===== src/rtl/uart_tx_pkg.sv =====
// Shared constants for the UART transmitter: state encodings, default widths
// and parity-type codes.
package uart_tx_pkg;

   localparam int unsigned DEF_DATA_WIDTH     = 8;
   localparam int unsigned DEF_PRESCALE_WIDTH = 6;

   localparam logic PAR_EVEN = 1'b0;
   localparam logic PAR_ODD  = 1'b1;

   typedef logic [2:0] state_t;

   localparam state_t IDLE   = 3'd0;
   localparam state_t START  = 3'd1;
   localparam state_t DATA   = 3'd2;
   localparam state_t PARITY = 3'd3;
   localparam state_t STOP   = 3'd4;

endpackage


===== src/rtl/uart_tx_baud_cnt.sv =====
// Bit-period down-counter: load with the bit length in clocks, bit_tick is
// high on the last cycle of each period.
module uart_tx_baud_cnt #(
   parameter int unsigned PRESCALE_WIDTH = 6
) (
   input  logic                      clk,
   input  logic                      rst,
   input  logic                      load,
   input  logic [PRESCALE_WIDTH-1:0] load_val,
   output logic                      bit_tick
);

   logic [PRESCALE_WIDTH-1:0] cnt;

   always_ff @(posedge clk) begin
      if (rst) begin
         cnt <= '0;
      end else if (load) begin
         cnt <= load_val - PRESCALE_WIDTH'(1);
      end else if (cnt != '0) begin
         cnt <= cnt - PRESCALE_WIDTH'(1);
      end
   end

   assign bit_tick = (cnt == '0);

endmodule


===== src/rtl/uart_tx.sv =====
// UART transmit serializer: start bit, LSB-first data, optional parity, one stop.
// Define UART_TX_HOLD_EN to add a one-entry holding register and hold_full.
module uart_tx
   import uart_tx_pkg::*;
#(
   parameter int unsigned DATA_WIDTH     = DEF_DATA_WIDTH,
   parameter int unsigned PRESCALE_WIDTH = DEF_PRESCALE_WIDTH
) (
   input  logic                      clk,
   input  logic                      rst,
   input  logic [DATA_WIDTH-1:0]     P_DATA,
   input  logic                      DATA_VALID,
   input  logic                      PAR_EN,
   input  logic                      PAR_TYP,
   input  logic [PRESCALE_WIDTH-1:0] prescale,
   output logic                      TX_OUT,
   output logic                      busy
`ifdef UART_TX_HOLD_EN
   ,
   output logic                      hold_full
`endif
);

   localparam int unsigned IDX_W = (DATA_WIDTH > 1) ? $clog2(DATA_WIDTH) : 1;

   state_t                    state;
   logic [IDX_W-1:0]          bit_idx;
   logic [DATA_WIDTH-1:0]     shreg;
   logic                      par_bit;
   logic                      par_en_q;
   logic [PRESCALE_WIDTH-1:0] presc_q;
   logic [PRESCALE_WIDTH-1:0] presc_in_eff;

   logic                      bit_tick;
   logic                      frame_done;
   logic                      start;
   logic                      baud_load;
   logic [PRESCALE_WIDTH-1:0] baud_val;

   logic [DATA_WIDTH-1:0]     st_data;
   logic                      st_pe;
   logic                      st_pt;
   logic [PRESCALE_WIDTH-1:0] st_presc;

   assign presc_in_eff = (prescale == '0) ? PRESCALE_WIDTH'(1) : prescale;
   assign frame_done   = (state == STOP) && bit_tick;

`ifdef UART_TX_HOLD_EN
   logic [DATA_WIDTH-1:0]     hold_data;
   logic                      hold_pe;
   logic                      hold_pt;
   logic [PRESCALE_WIDTH-1:0] hold_presc;
   logic                      hold_load;
   logic                      start_hold;
   logic                      start_new;

   // A held byte starts straight from the last STOP cycle, or from IDLE if it
   // was captured on the very edge the previous frame finished.
   assign hold_load  = DATA_VALID && !hold_full && (state != IDLE);
   assign start_hold = hold_full && ((state == IDLE) || frame_done);
   assign start_new  = (state == IDLE) && !hold_full && DATA_VALID;
   assign start      = start_new || start_hold;

   assign st_data  = start_hold ? hold_data  : P_DATA;
   assign st_pe    = start_hold ? hold_pe    : PAR_EN;
   assign st_pt    = start_hold ? hold_pt    : PAR_TYP;
   assign st_presc = start_hold ? hold_presc : presc_in_eff;

   always_ff @(posedge clk) begin
      if (rst) begin
         hold_full  <= 1'b0;
         hold_data  <= '0;
         hold_pe    <= 1'b0;
         hold_pt    <= 1'b0;
         hold_presc <= '0;
      end else if (hold_load) begin
         hold_full  <= 1'b1;
         hold_data  <= P_DATA;
         hold_pe    <= PAR_EN;
         hold_pt    <= PAR_TYP;
         hold_presc <= presc_in_eff;
      end else if (start_hold) begin
         hold_full  <= 1'b0;
      end
   end

   assign busy = (state != IDLE) || hold_full;
`else
   assign start    = (state == IDLE) && DATA_VALID;
   assign st_data  = P_DATA;
   assign st_pe    = PAR_EN;
   assign st_pt    = PAR_TYP;
   assign st_presc = presc_in_eff;
   assign busy     = (state != IDLE);
`endif

   assign baud_load = start || (bit_tick && (state != IDLE) && (state != STOP));
   assign baud_val  = start ? st_presc : presc_q;

   uart_tx_baud_cnt #(
      .PRESCALE_WIDTH (PRESCALE_WIDTH)
   ) u_baud_cnt (
      .clk      (clk),
      .rst      (rst),
      .load     (baud_load),
      .load_val (baud_val),
      .bit_tick (bit_tick)
   );

   always_ff @(posedge clk) begin
      if (rst) begin
         state    <= IDLE;
         bit_idx  <= '0;
         shreg    <= '0;
         par_bit  <= 1'b0;
         par_en_q <= 1'b0;
         presc_q  <= '0;
      end else if (start) begin
         state    <= START;
         bit_idx  <= '0;
         shreg    <= st_data;
         par_bit  <= (st_pt == PAR_ODD) ? ~(^st_data) : (^st_data);
         par_en_q <= st_pe;
         presc_q  <= st_presc;
      end else if (bit_tick) begin
         case (state)
            START: begin
               state   <= DATA;
               bit_idx <= '0;
            end
            DATA: begin
               if (bit_idx == IDX_W'(DATA_WIDTH - 1)) begin
                  state <= par_en_q ? PARITY : STOP;
               end else begin
                  bit_idx <= bit_idx + IDX_W'(1);
                  shreg   <= shreg >> 1;
               end
            end
            PARITY:  state <= STOP;
            STOP:    state <= IDLE;
            default: state <= IDLE;
         endcase
      end
   end

   always_comb begin
      TX_OUT = 1'b1;
      case (state)
         START:   TX_OUT = 1'b0;
         DATA:    TX_OUT = shreg[0];
         PARITY:  TX_OUT = par_bit;
         default: TX_OUT = 1'b1;
      endcase
   end

endmodule


===== config.mk =====
export PLATFORM = sky130hd
export DESIGN_NAME = uart_tx
export DESIGN_NICKNAME = d
export VERILOG_FILES = /design/src/rtl/uart_tx_pkg.sv /design/src/rtl/uart_tx_baud_cnt.sv /design/src/rtl/uart_tx.sv
export SDC_FILE = /design/constraint.sdc
export NUM_CORES = 1
export LEC_CHECK = 0
export CAP_MARGIN = 10
export CORE_ASPECT_RATIO = 0.8
export CORE_MARGIN = 1.5
export CORE_UTILIZATION = 40
export CTS_CLUSTER_SIZE = 24
export DETAILED_ROUTE_END_ITERATION = 6
export PLACE_DENSITY = 0.59
export SKIP_CTS_REPAIR_TIMING = 1
export SLEW_MARGIN = 20
export SYNTH_ARGS = -nofsm -noshare
export SYNTH_HDL_FRONTEND = slang
export SYNTH_HIERARCHICAL = 1
export SYNTH_SLANG_ARGS = --single-unit

===== constraint.sdc =====
create_clock -name clk -period 6.9 [get_ports clk]
set_input_delay 1.38 -clock clk [delete_from_list [all_inputs] [get_ports clk]]
set_output_delay 1.38 -clock clk [all_outputs]
set_load 0.01 [all_outputs]

==> flow_metrics.py <==
metrics = {
    "status": {
        "run_status": "complete, no violations",
    },
    "pwr": {
        "power.density_nw_per_um2": 326.3,
        "power.share.sequential": 0.369,
        "switching_power_mw": 0.2101,
        "cellLeakagePower_nw": 0.7239,
        "total_power_mw": 0.6055,
        "comb_power_share": 0.415,
        "internal-power_mw": 0.3954,
        "worst_ir_drop_on_vdd_mv": 0.1164,
        "swShare": 0.3469,
        "pwr-share-clk": 0.216,
    },
    "worst_setup_path": {
        "arrival_ns": 4.41,
        "worst_r2r_endpoint": "u_baud_cnt/cnt[4]$_SDFFE_PP0P_",
        "cp-start-kind": "primary input",
        "critical_path.endpoint_type": "flip-flop",
        "reg2reg_from": "state[1]$_SDFFE_PP0P_",
        "timing.critical_path.slowest_stage_cell": "or3_1",
        "worst-r2r-setup-slack_ns": 3.56,
        "path_max_fanout": 17,
        "crit_path_cell_trace": "clkdlybuf4s50_1 > nand2b_4 > or3_1 > nand2_1 > mux2i_1 > ha_1 > nor4bb_1 > o21ai_0 > nor3b_1",
        "timing_worst_setup_path_type": "in2reg",
        "worstPathRequired_ns": 7.06,
        "r2r.worst_path.cells": 8,
        "critPathMaxStageDelay_ns": 0.62,
    },
    "clock_tree": {
        "cts_inserted_buffers": 3,
        "clk_latency_ns": 0.28,
        "max-clock-path-buffers": 2,
        "h-tree-depth": 1,
        "cts.root.buffer_cell": "clkbuf_8",
        "cts.clk_slew.worst_paths_ns": 0.10,
        "clock_tree_from_tritoncts": "yes",
        "cts.sink_count": 28,
    },
    "timing": {
        "maxSlewViolCount": 0,
        "clock-skew-final_ns": 0.007869,
        "timing.max_slew.rel_slack": 0.4381,
        "period_minus_slack_ns": 4.247,
        "post-route-period-util": 0.6155,
        "finalSetupTns_ns": 0,
        "hold-worst-slack_ns": 0.4889,
        "setup_viol": 0,
        "worst_tran_pin_value_ns": 0.8402,
        "fmaxAchievable_mhz": 235.5,
        "number_of_endpoints_with_negative_hold_slack_in_the_final_report": 0,
        "rsz0062_at_grt": "no",
    },
    "finish": {
        "finish.net_count": 205,
        "antennaDiodeCount": 0,
        "n_fill_cell": 378,
        "final_layout_size_suffix_gt1_frac": 0.1154,
        "layout_stage_area_growth_over_the_synthesis_result_pct": 17.14,
        "finish.instance_area_um2": 1856,
    },
    "yosys": {
        "combinational_family_with_the_most_area_after_synthesis": "simple AND/OR/NAND/NOR gates",
        "synth.avg_cell_area_um2": 9.429,
        "synthesis.instances": 168,
        "yosys_register_bits": 28,
        "area_share_of_fa_ha_maj_cells_after_synthesis": 0.02370,
        "synth.most_common_cell": "dfxtp_1",
        "synth_cell_type_count": 48,
        "synth-edff-count": 0,
        "yosys-top-cells-area": "dfxtp_1 (35%), mux2_4 (4.7%), nand2_1 (4.7%), a311oi_1 (3.3%), mux2i_1 (3.2%)",
        "synth_area_um2": 1584,
        "synth_area_in_compound_gates": 0.1572,
        "ys.warnings.count": 6,
        "synth.top_cell.area_share": 0.3539,
        "share_of_the_yosys_chip_area_belonging_to_registers": 0.3539,
        "post_synth_and_or_nand_nor_area_fraction": 0.2599,
        "synth-xor-area-share": 0.04739,
        "asyncSetResetFlopFracSynth": 0,
        "syn_nets": 190,
        "post_synth_most_frequent_cells": "dfxtp_1 (28), nand2_1 (20), nor2_1 (13), nor3_1 (8), a311oi_1 (6)",
        "yosys_most_used_dff": "dfxtp_1",
        "post_synth_top_area_cell": "dfxtp_1",
        "post_synth_mux_area_share": 0.1074,
    },
    "detailed_routing": {
        "m1WireLength_um": 1733,
        "vias": 1262,
        "routed_wl_um": 3496,
        "routed_wire_length_per_instance_um": 14.75,
        "routed_via_density": 5.325,
        "dr_wl_met2_um": 1618,
        "met3_wirelength_um": 126,
        "drt_first_pass_iters": 4,
        "drt_iter0_markers": 63,
        "drc_errors": 0,
        "max_layer_used": "met4",
        "final_antenna_net_count": 0,
    },
    "floorplanning": {
        "initial_core_util": 0.4164,
        "core_um2": 3804,
        "placementRows": 20,
        "io_pins": 21,
        "die_height_um": 59.29,
        "floorplan.die_area_um2": 4349,
        "floorplan.die.width_um": 73.36,
    },
    "hold_path": {
        "hold_path.startpoint": "shreg[7]$_SDFFE_PP0P_",
        "worst_hold_path_type": "reg2reg",
        "hold_end": "shreg[7]$_SDFFE_PP0P_",
        "worstHoldPathCells": 2,
    },
    "place": {
        "routabilityCongestion": 0.8335,
        "place.port_buffers": 20,
        "placedInstanceArea_um2": 1784,
        "dp_hpwl_um": 2533,
    },
    "grt": {
        "grt.overflow.total": 0,
        "grt_first_pass_wirelength_um": 5506,
        "antenna_found_initial": 0,
        "grt_max_degree": 22,
        "globalRouteTotalUtil": 0.1653,
        "first_global_vias": 1229,
    },
    "job": {
        "max-cap-violations": 0,
    },
}
==> layer usage <==
metal / global-route usage / vias up
met5: 0 / -
li1: - / 638
met2: 0.2701 / 21
met3: 0.04762 / 2
met4: 0.03704 / 0
met1: 0.2184 / 601
==> cell type report <==
type | instances | area (um2) | share of cell area
Clock buffer | 3 | 41.29 | 0.02225
Timing Repair Buffer | 20 | 200.2 | 0.1079
Clock inverter | 1 | 30.03 | 0.01618
Tap cell | 55 | 68.82 | 0.03709
Multi-Input combinational cell | 127 | 943.4 | 0.5084
Sequential cell | 28 | 560.5 | 0.3021
Inverter | 3 | 11.26 | 0.006069
==> worst max-delay path, delay by kind of cell <==
family | cells | cell delay, ns
muxes | 1 | 0.31
adders and majority gates | 1 | 0.24
buffers and inverters | 1 | 0.51
AOI/OAI and AO/OA | 1 | 0.16
and+or+nand+nor | 5 | 1.80
==> power groups by stage <==
stage	registers (mW)	logic (mW)	clock network [mW]
floorplan	0.214	0.206	0
detailed placement	0.227	0.248	0
global route	0.227	0.275	0.140
CTS	0.223	0.250	0.136
finish	0.223	0.251	0.131
global placement	0.225	0.237	0
==> cell families (layout without fill, tap and decap cells) <==
| group | after synthesis | count (layout) |
|---|---|---|
| AND/OR/NAND/NOR | 72 | 72 |
| buffers and inverters | 13 | 27 |
| multiplexers | 14 | 14 |
| adder cells (fa/ha/maj) | 3 | 3 |
| XOR/XNOR | 7 | 7 |
| flip-flops | 28 | 28 |
| AO/OA/AOI/OAI | 31 | 31 |
==> cells in the final DEF (no fill, tap or decap), types with 5 or more instances in the layout <==
cell type         n
dfxtp_1          28
nand2_1          20
mux2i_1           5
a311oi_1          6
nor2_1           13
a21oi_1           5
nor3_1            8
clkdlybuf4s50_1  20
mux2_4            5
and2_1            5
==> state kept, by name, summed over array words and instances (netlist names) <==
register        cells
state               3
presc_q             6
par_en_q            1
par_bit             1
bit_idx             3
u_baud_cnt/cnt      6
shreg               8
==> worst max path at each step <==
stage	from	to	slack (ns)	cells after the start
2_1_floorplan	DATA_VALID	u_baud_cnt/cnt[4]$_SDFFE_PP0P_	3.34	11
3_3_place_gp	DATA_VALID	u_baud_cnt/cnt[4]$_SDFFE_PP0P_	2.59	9
3_5_place_dp	DATA_VALID	u_baud_cnt/cnt[4]$_SDFFE_PP0P_	2.37	9
4_1_cts	DATA_VALID	u_baud_cnt/cnt[4]$_SDFFE_PP0P_	2.70	9
5_1_grt	DATA_VALID	u_baud_cnt/cnt[4]$_SDFFE_PP0P_	2.49	9
6_report	DATA_VALID	u_baud_cnt/cnt[4]$_SDFFE_PP0P_	2.65	9
==> per-stage QoR <==
| stage | util | worst slack [ns] | cells |
|---|---|---|---|
| global placement | 0.4691 | 2.591 | 233 |
| detailed placement | 0.4691 | 2.372 | 233 |
| CTS | 0.4878 | 2.697 | 237 |
| global route | 0.4878 | 2.489 | 237 |
| floorplan | - | 3.342 | 168 |
| finish | 0.4878 | 2.653 | 237 |
Power figures use the tool's default switching activity.
